### config.mk
export PLATFORM = sky130hd
export DESIGN_NAME = paddle_tracker
export DESIGN_NICKNAME = d
export VERILOG_FILES = /design/src/rtl/paddle_tracker.sv
export SDC_FILE = /design/constraint.sdc
export NUM_CORES = 1
export LEC_CHECK = 0
export CAP_MARGIN = 10
export CORE_AREA = 2 2 85 87
export CTS_BUF_LIST = sky130_fd_sc_hd__clkbuf_16
export DETAILED_ROUTE_END_ITERATION = 16
export DIE_AREA = 0 0 87 89
export GPL_ROUTABILITY_DRIVEN = 0
export PLACE_DENSITY = 0.82
export SLEW_MARGIN = 25
export SYNTH_ARGS = -nofsm -noshare
export SYNTH_HDL_FRONTEND = slang
export SYNTH_SLANG_ARGS = --single-unit
### constraint.sdc
create_clock -name clock -period 4.02 [get_ports clock]
set_input_delay 0.804 -clock clock [delete_from_list [all_inputs] [get_ports clock]]
set_output_delay 0.804 -clock clock [all_outputs]
set_load 0.005 [all_outputs]
### src/rtl/paddle_tracker.sv
// paddle_tracker: tracks the y position of NUM_PADDLES paddles, updates them
// once per frame tick from up/down keys with edge clamping, then streams one
// draw transaction per paddle (index order) over valid/ready.
// Optional feature macro: PADDLE_ACCEL_EN (per-paddle step acceleration).
module paddle_tracker #(
  parameter int unsigned NUM_PADDLES = 2,
  parameter int unsigned IDX_W       = 1,
  parameter int unsigned COORD_W     = 9,
  parameter int unsigned PADDLE_H    = 48,
  parameter int unsigned SCREEN_H    = 240,
  parameter int unsigned RESET_Y     = 96,
  parameter int unsigned STEP        = 1,
  parameter int unsigned MAX_STEP    = 4,
  parameter int unsigned FRAME_COUNT = 3333332
) (
  input  logic                           clock,
  input  logic                           reset_n,
  input  logic [NUM_PADDLES-1:0]         up,
  input  logic [NUM_PADDLES-1:0]         down,
  input  logic [NUM_PADDLES*COORD_W-1:0] in_x,
  input  logic [NUM_PADDLES*3-1:0]       in_color,
  input  logic                           m_ready,
  output logic                           m_valid,
  output logic [COORD_W-1:0]             out_x,
  output logic [COORD_W-1:0]             out_y,
  output logic [2:0]                     out_color,
  output logic [IDX_W-1:0]               out_index,
  output logic                           out_last
);

  localparam int unsigned EXT_W  = COORD_W + 1;
  localparam int unsigned Y_MAX  = SCREEN_H - PADDLE_H;
  localparam int unsigned STEP_W = $clog2(MAX_STEP + 1);
  localparam int unsigned CNT_W  = (FRAME_COUNT > 0) ? $clog2(FRAME_COUNT + 1) : 1;
  localparam logic [IDX_W-1:0] LAST_IDX = IDX_W'(NUM_PADDLES - 1);

  typedef enum logic [1:0] {S_INIT, S_WAIT_FRAME, S_UPDATE, S_EMIT} state_t;

  state_t                 state;
  logic                   init_done;
  logic [CNT_W-1:0]       frame_cnt;
  logic [COORD_W-1:0]     y_q      [NUM_PADDLES];
  logic [COORD_W-1:0]     y_nxt    [NUM_PADDLES];
  logic [STEP_W-1:0]      step_cur [NUM_PADDLES];
  logic [NUM_PADDLES-1:0] move_up;
  logic [NUM_PADDLES-1:0] move_dn;
  logic                   last_xfer;
  logic [IDX_W-1:0]       next_idx;

  assign move_up   = up & ~down;
  assign move_dn   = down & ~up;
  assign last_xfer = m_valid && m_ready && (out_index == LAST_IDX);
  assign next_idx  = out_index + IDX_W'(1);

  // x and colour are live pass-through slices of the offered paddle
  assign out_x     = in_x[32'(out_index) * COORD_W +: COORD_W];
  assign out_color = in_color[32'(out_index) * 3 +: 3];

`ifdef PADDLE_ACCEL_EN
  logic [STEP_W-1:0]      step_q [NUM_PADDLES];
  logic [1:0]             dir_q  [NUM_PADDLES];  // {up, down} of the last update
  logic [NUM_PADDLES-1:0] clamp;

  // current move uses the stored per-paddle step
  always_comb begin
    for (int i = 0; i < NUM_PADDLES; i++) begin
      step_cur[i] = step_q[i];
    end
  end

  // a move that would cross a screen edge is a clamp
  always_comb begin
    clamp = '0;
    for (int i = 0; i < NUM_PADDLES; i++) begin
      if (move_up[i] && (EXT_W'(y_q[i]) < EXT_W'(step_q[i])))
        clamp[i] = 1'b1;
      if (move_dn[i] && (EXT_W'(y_q[i]) + EXT_W'(step_q[i]) > EXT_W'(Y_MAX)))
        clamp[i] = 1'b1;
    end
  end

  // step grows on repeated same-direction moves, falls back otherwise
  always_ff @(posedge clock or negedge reset_n) begin
    if (!reset_n) begin
      for (int i = 0; i < NUM_PADDLES; i++) begin
        step_q[i] <= STEP_W'(STEP);
        dir_q[i]  <= 2'b00;
      end
    end else if (state == S_UPDATE) begin
      for (int i = 0; i < NUM_PADDLES; i++) begin
        if (!(move_up[i] || move_dn[i]) || clamp[i] ||
            ((dir_q[i] != 2'b00) && (dir_q[i] != {move_up[i], move_dn[i]})))
          step_q[i] <= STEP_W'(STEP);
        else if (step_q[i] < STEP_W'(MAX_STEP))
          step_q[i] <= step_q[i] + STEP_W'(1);
        dir_q[i] <= {move_up[i], move_dn[i]};
      end
    end
  end
`else
  // fixed step size
  always_comb begin
    for (int i = 0; i < NUM_PADDLES; i++) begin
      step_cur[i] = STEP_W'(STEP);
    end
  end
`endif

  // candidate positions, computed one bit wider so no wrap can occur
  always_comb begin
    for (int i = 0; i < NUM_PADDLES; i++) begin
      y_nxt[i] = y_q[i];
      if (move_up[i]) begin
        if (EXT_W'(y_q[i]) < EXT_W'(step_cur[i]))
          y_nxt[i] = '0;
        else
          y_nxt[i] = COORD_W'(EXT_W'(y_q[i]) - EXT_W'(step_cur[i]));
      end else if (move_dn[i]) begin
        if (EXT_W'(y_q[i]) + EXT_W'(step_cur[i]) > EXT_W'(Y_MAX))
          y_nxt[i] = COORD_W'(Y_MAX);
        else
          y_nxt[i] = COORD_W'(EXT_W'(y_q[i]) + EXT_W'(step_cur[i]));
      end
    end
  end

  // frame counter: cleared by the last-paddle transfer, saturates at FRAME_COUNT
  always_ff @(posedge clock or negedge reset_n) begin
    if (!reset_n)
      frame_cnt <= '0;
    else if (last_xfer)
      frame_cnt <= '0;
    else if (frame_cnt != CNT_W'(FRAME_COUNT))
      frame_cnt <= frame_cnt + CNT_W'(1);
  end

  // control FSM with registered stream outputs and position state
  always_ff @(posedge clock or negedge reset_n) begin
    if (!reset_n) begin
      state     <= S_INIT;
      init_done <= 1'b0;
      m_valid   <= 1'b0;
      out_index <= '0;
      out_y     <= COORD_W'(RESET_Y);
      out_last  <= (LAST_IDX == '0);
      for (int i = 0; i < NUM_PADDLES; i++) begin
        y_q[i] <= COORD_W'(RESET_Y);
      end
    end else begin
      case (state)
        S_INIT: begin
          // first edge after release only settles the deasserted reset
          init_done <= 1'b1;
          if (init_done) begin
            state     <= S_EMIT;
            m_valid   <= 1'b1;
            out_index <= '0;
            out_y     <= y_q[0];
            out_last  <= (LAST_IDX == '0);
          end
        end
        S_WAIT_FRAME: begin
          if (frame_cnt == CNT_W'(FRAME_COUNT))
            state <= S_UPDATE;
        end
        S_UPDATE: begin
          for (int i = 0; i < NUM_PADDLES; i++) begin
            y_q[i] <= y_nxt[i];
          end
          state     <= S_EMIT;
          m_valid   <= 1'b1;
          out_index <= '0;
          out_y     <= y_nxt[0];
          out_last  <= (LAST_IDX == '0);
        end
        S_EMIT: begin
          if (m_ready) begin
            if (out_index == LAST_IDX) begin
              state     <= S_WAIT_FRAME;
              m_valid   <= 1'b0;
              out_index <= '0;
              out_y     <= y_q[0];
              out_last  <= (LAST_IDX == '0);
            end else begin
              out_index <= next_idx;
              out_y     <= y_q[next_idx];
              out_last  <= (next_idx == LAST_IDX);
            end
          end
        end
        default: state <= S_INIT;
      endcase
    end
  end

endmodule

### After elaboration in Yosys (flattened, before gate mapping)

Cells that the tools add are included.

| word-level totals | value |
|---|---|
| bits in registers | 54 |
| bits of input ports | 31 |
| output and inout port bits | 24 |
| logic and storage cells | 77 |

| cells by class | value |
|---|---|
| add/subtract/negate cells | 6 |
| multiply operators | 2 |
| order comparisons | 5 |
| equal/unequal tests | 9 |
| shift operators | 2 |
| multiplexer cells | 30 |
| bitwise operators | 5 |
| reductions and logical operators | 10 |

Operator list:

| cell | count |
|---|---|
| two-way mux 9 bit | 14 |
| two-way mux 22 bit | 2 |
| case mux 9 bit (3 select lines) | 1 |
| adder 22 x 1 -> 22 bit, second input constant | 1 |
| == test 22 bit, second input constant | 1 |
| != test 22 bit, second input constant | 1 |
| adder 9 x 1 -> 10 bit, second input constant | 2 |
| > comparator 10 x 8 -> 1 bit, second input constant | 2 |
| < comparator 9 x 1 -> 1 bit, second input constant | 2 |
| variable part select 18 x 6 -> 9 bit | 1 |
| subtractor 9 x 1 -> 9 bit, second input constant | 2 |
| two-way mux 2 bit | 4 |
| != test 2 bit, second input constant | 4 |
| case mux 2 bit (4 select lines) | 1 |
| AND reduction 4 bit | 2 |
| two-way mux 1 bit | 6 |
| case mux 1 bit (3 select lines) | 2 |
| variable part select 6 x 4 -> 3 bit | 1 |
| multiplier 1 x 4 -> 5 bit, second input constant | 1 |
| bitwise AND 2 bit | 2 |
| == test 2 bit, second input constant | 2 |
| inverter 2 bit | 2 |
| nonzero test 2 bit | 2 |
| multiplier 1 x 2 -> 3 bit, second input constant | 1 |
| other kinds (9) | 10 |

### Logic depth before layout (Yosys ltp)

| depth | value |
|---|---|
| depth after elaboration | 8 |
| gate-level depth with buffers | 9 |
| gate-level depth less buffers | 8 |

### Least setup slack after synthesis

No wires, ideal clock.

| timing path | value |
|---|---|
| path type | register -> register |
| from | reg y_q[9] (netlist bit) |
| to | reg out_y[8] |
| library setup time | 0.082 ns |
| data arrival time | 2.332 ns |
| required time | 3.938 ns |
| path slack | 1.606 ns |
| cell stages (with the launch flop) | 9 |
| buffers on the path | 1 |
| period minus slack after synthesis | 2.414 ns |
| cell sequence | dfrtp_1 -> clkbuf_1 -> inv_1 -> ha_1 -> or4b_2 -> nor4b_4 -> nor4b_1 -> o21ai_1 -> a31oi_1 |

| between the ends | value |
|---|---|
| cells in the longest elaborated chain, start to end | 6 |
| elaborated cells on any way between the ends | 9 |
| classes of those cells | 2 x add/sub; 2 x order compare; 5 x mux |

RTL lines:

| what | RTL line | source |
|---|---|---|
| start: declaration | 42 | `logic [COORD_W-1:0] y_q [NUM_PADDLES];` |
| start signal: indexed assignment | 147 | `y_q[i] <= COORD_W'(RESET_Y);` |
| start signal: indexed assignment | 168 | `y_q[i] <= y_nxt[i];` |
| adder 9 x 1 -> 10 bit | 122 | `y_nxt[i] = COORD_W'(EXT_W'(y_q[i]) + EXT_W'(step_cur[i]));` |
| > comparator 10 x 8 -> 1 bit | 119 | `if (EXT_W'(y_q[i]) + EXT_W'(step_cur[i]) > EXT_W'(Y_MAX))` |
| two-way mux 9 bit | 119 |  |
| two-way mux 9 bit | 118 | `end else if (move_dn[i]) begin` |
| two-way mux 9 bit (*) | 113 | `if (move_up[i]) begin` |
| case mux 9 bit (3 select lines) (*) | 150 | `case (state)` |
| end signal: assignment | 144 | `out_y <= COORD_W'(RESET_Y);` |
| end signal: assignment | 158 | `out_y <= y_q[0];` |
| end signal: assignment | 173 | `out_y <= y_nxt[0];` |
| end: declaration | 25 | `output logic [COORD_W-1:0] out_y,` |

Mark *: on every way between the ends. The rest lies on a longest branch, timed or not.
A chain may end at the register's enable or synchronous reset.

### Worst setup path in the final report

| timing path | value |
|---|---|
| from | reg y_q[9] (netlist bit) |
| to | reg out_y[1] |

The elaborated chain is that of the path after synthesis.

==> summary.txt <==
GRT
  – Most crowded layer after global routing: met2
  – GR Util met3: 0.04894
  – Largest net degree at the start of global routing: 31
  – M2 GR Usage: 0.4296
  – Remaining Overflow, GRT: 0
  – Number of global-route vias before repair: 3551
  – Met1 Resource Use GR: 0.3768
  – First-pass GRT wire length: 16.91 mm
  – Initial antenna violation count: 0
  – Total GRT Usage: 0.2703

Timing
  – Setup Total Neg Slack: 0 ps
  – Max-slew headroom: 0.4606
  – Post-layout min period: 2857 ps
  – RSZ-0062 raised after global routing: false
  – Final setup viols: 0
  – Pins Over Slew Limit: 0
  – Hold Fails Final Rpt: 0
  – Least-Margin Pin Slew: 802.9 ps
  – Fin crit share: 0.7108
  – Worst Skew: 8.145 ps
  – Fmax: 0.3500 GHz

Synthesis
  – Post-synth ARST share: 1.000
  – Post-synth EDFFs: 0
  – Mapped Area: 3965 um2
  – Seq/Total Area, Yosys: 0.3427
  – Netlist cell types: 70
  – Post-Syn Area per Cell: 8.278 um2
  – Synthesized netlist cell count: 479
  – Total of warnings raised by yosys: 0
  – Synth Register Bits: 54
  – Synthesized Nets: 519
  – Ys flop type: dfrtp_1

Worst setup path
  – Critical Path Source Type: flip-flop
  – Crit path cell chain: ha_1, nand3_1, nor4_1, o311ai_0, a31oi_2, o21ai_0, a31oi_1
  – CP Class: reg -> reg
  – R2r setup slk: 1160 ps
  – CP max FO: 13
  – Worst path arrival time: 3060 ps
  – CP Capture Type: flip-flop
  – CP Data Required Time: 4230 ps
  – Critical Path Max Stage Delay: 650 ps
  – Slowest cell on the critical path: dfrtp_1

CTS
  – TritonCTS Sinks: 54
  – H-Tree Depth: 2
  – Post-CTS Setup Inserts: 0
  – Cts hold-fix bufs: 0
  – Clk root buf: clkbuf_16
  – CTS tree: yes
  – Clock buffer count from CTS: 5
  – Resized cells post-CTS: 0
  – Bufs on Longest Clock Path: 2
  – CTS clk-pin slew, worst paths: 70 ps
  – Clk Latency, worst-skew pair: 290 ps

Layout
  – N_diodes: 0
  – Area growth from synthesis to layout: 16.50%
  – Cell Count, Final, Fillers Out: 588
  – Commonest non-fill, non-tap cell in the layout: nor2_1
  – Layout cells sized above 1: 0.09055
  – Nets: 547
  – Commonest cells after routing, fill and taps aside: nor2_1 (56), clkdlybuf4s50_1 (53), dfrtp_1 (48)

Route
  – Vias after detailed routing: 3790
  – Final ANT Viol Nets: 0
  – DRC viols: 0
  – WL/cell: 16.92 um
  – TritonRoute pass-1 iters: 4
  – Routed WL: 9.948 mm
  – DR iter-0 viols: 383
  – Via density: 6.446

Die
  – Initial core utilization: 0.5901
  – I/O Pins: 55
  – DIE WIDTH: 87 um
  – # rows: 30
  – Placeable Area: 6719 um2
  – Die area: 7743 um2
  – Die height: 89 um

Power
  – VDD IR max: 0.2534 mV
  – P_leak: 1.829 nW
  – Pwr dens: 368.9 nW/um2

Run
  – Max Cap Viol: 0

Placed design
  – IO buf count: 54
  – Placed cells: 580
  – Post-DP HPWL: 6.974 mm

Status
  – Status: finished clean

Min path
  – Min-Delay Path Class: reg -> reg
## stage by stage
step | util | setup WS, ps | instance area [um2] | total power [W] | hold slack, ps
2_1_floorplan | - | 1606 | 3965 | 0.001000 | 453.6
3_3_place_gp | 0.6642 | 1172 | 4463 | 0.001259 | 473.7
3_5_place_dp | 0.6642 | 1035 | 4463 | 0.001280 | 484.5
4_1_cts | 0.6866 | 1238 | 4613 | 0.001716 | 500.0
5_1_grt | 0.6875 | 1036 | 4619 | 0.001815 | 530.9
6_report | 0.6875 | 1163 | 4619 | 0.001704 | 492.5
## cells by family after synthesis
group                      after synthesis  share of synthesized area
xor gates and xnor gates                25                    0.05522
muxes                                   18                    0.04986
DFF                                     54                     0.3427
buffers and inverters                   49                    0.05175
and+or+nand+nor                        202                     0.2622
AOI/OAI and AO/OA                      122                     0.2099
adders and majority gates                9                    0.02840
## cell usage after synthesis, types with 8 or more instances
master | number | area share
nor2_1 | 56 | 0.053
o21ai_0 | 30 | 0.038
ha_1 | 9 | 0.028
and3_1 | 8 | 0.013
inv_1 | 14 | 0.013
a21oi_1 | 23 | 0.029
xnor2_1 | 9 | 0.020
nand2_1 | 39 | 0.037
mux2_2 | 14 | 0.040
nor3_1 | 18 | 0.023
nand4_1 | 11 | 0.017
dfrtp_1 | 48 | 0.30
clkbuf_1 | 26 | 0.025
nand3_1 | 23 | 0.029
xor2_1 | 16 | 0.035
## flip-flops by register name, summed over array words and instances (netlist names)
| name | flops |
|---|---|
| state | 2 |
| init_done | 1 |
| frame_cnt | 22 |
| m_valid | 1 |
| out_last | 1 |
| out_y | 9 |
| y_q | 18 |
## worst max-delay path: cells and delay by family (launching register included)
| family | cells | cell delay [ps] |
|---|---|---|
| DFF | 1 | 650 |
| AOI/OAI and AO/OA | 4 | 1210 |
| adders and majority gates | 1 | 430 |
| and+or+nand+nor | 2 | 480 |
## final timing paths
check	start	cells past startpoint	to
worst max-delay path	y_q[9]$_DFFE_PN0P_	7	out_y[1]$_DFFE_PN0P_
worst min-delay path	init_done$_DFFE_PN0N_	2	init_done$_DFFE_PN0N_
worst max register to register	y_q[9]$_DFFE_PN0P_	7	out_y[1]$_DFFE_PN0P_
worst min register to register	init_done$_DFFE_PN0N_	2	init_done$_DFFE_PN0N_
max in group asynchronous	reset_n	2	out_y[5]$_DFFE_PN1P_
min in group asynchronous	reset_n	1	frame_cnt[7]$_DFFE_PN0P_
## power breakdown
group | internal [W] | switching [W]
clock | 0.000234 | 0.000199
sequential | 0.000633 | 0.000107
combinational | 0.000324 | 0.000207
total | 0.00119 | 0.000513
## area by class of cell
type | instances | area [um2]
inverters | 14 | 52.55
clock inverters | 3 | 25.02
flip-flops and latches | 54 | 1359
well taps | 80 | 100.1
multi-input cells | 376 | 2407
repair buffers | 56 | 550.5
fillers | 537 | 2100
clock buffers | 5 | 125.1
## per-layer routing
metal / part of all wire / routed length, um
met1: 0.44 / 4329
met2: 0.46 / 4593
met3: 0.084 / 838
met4: 0.019 / 187
met5: 0 / 0
No activity file was read; power rests on OpenSTA's default activity.
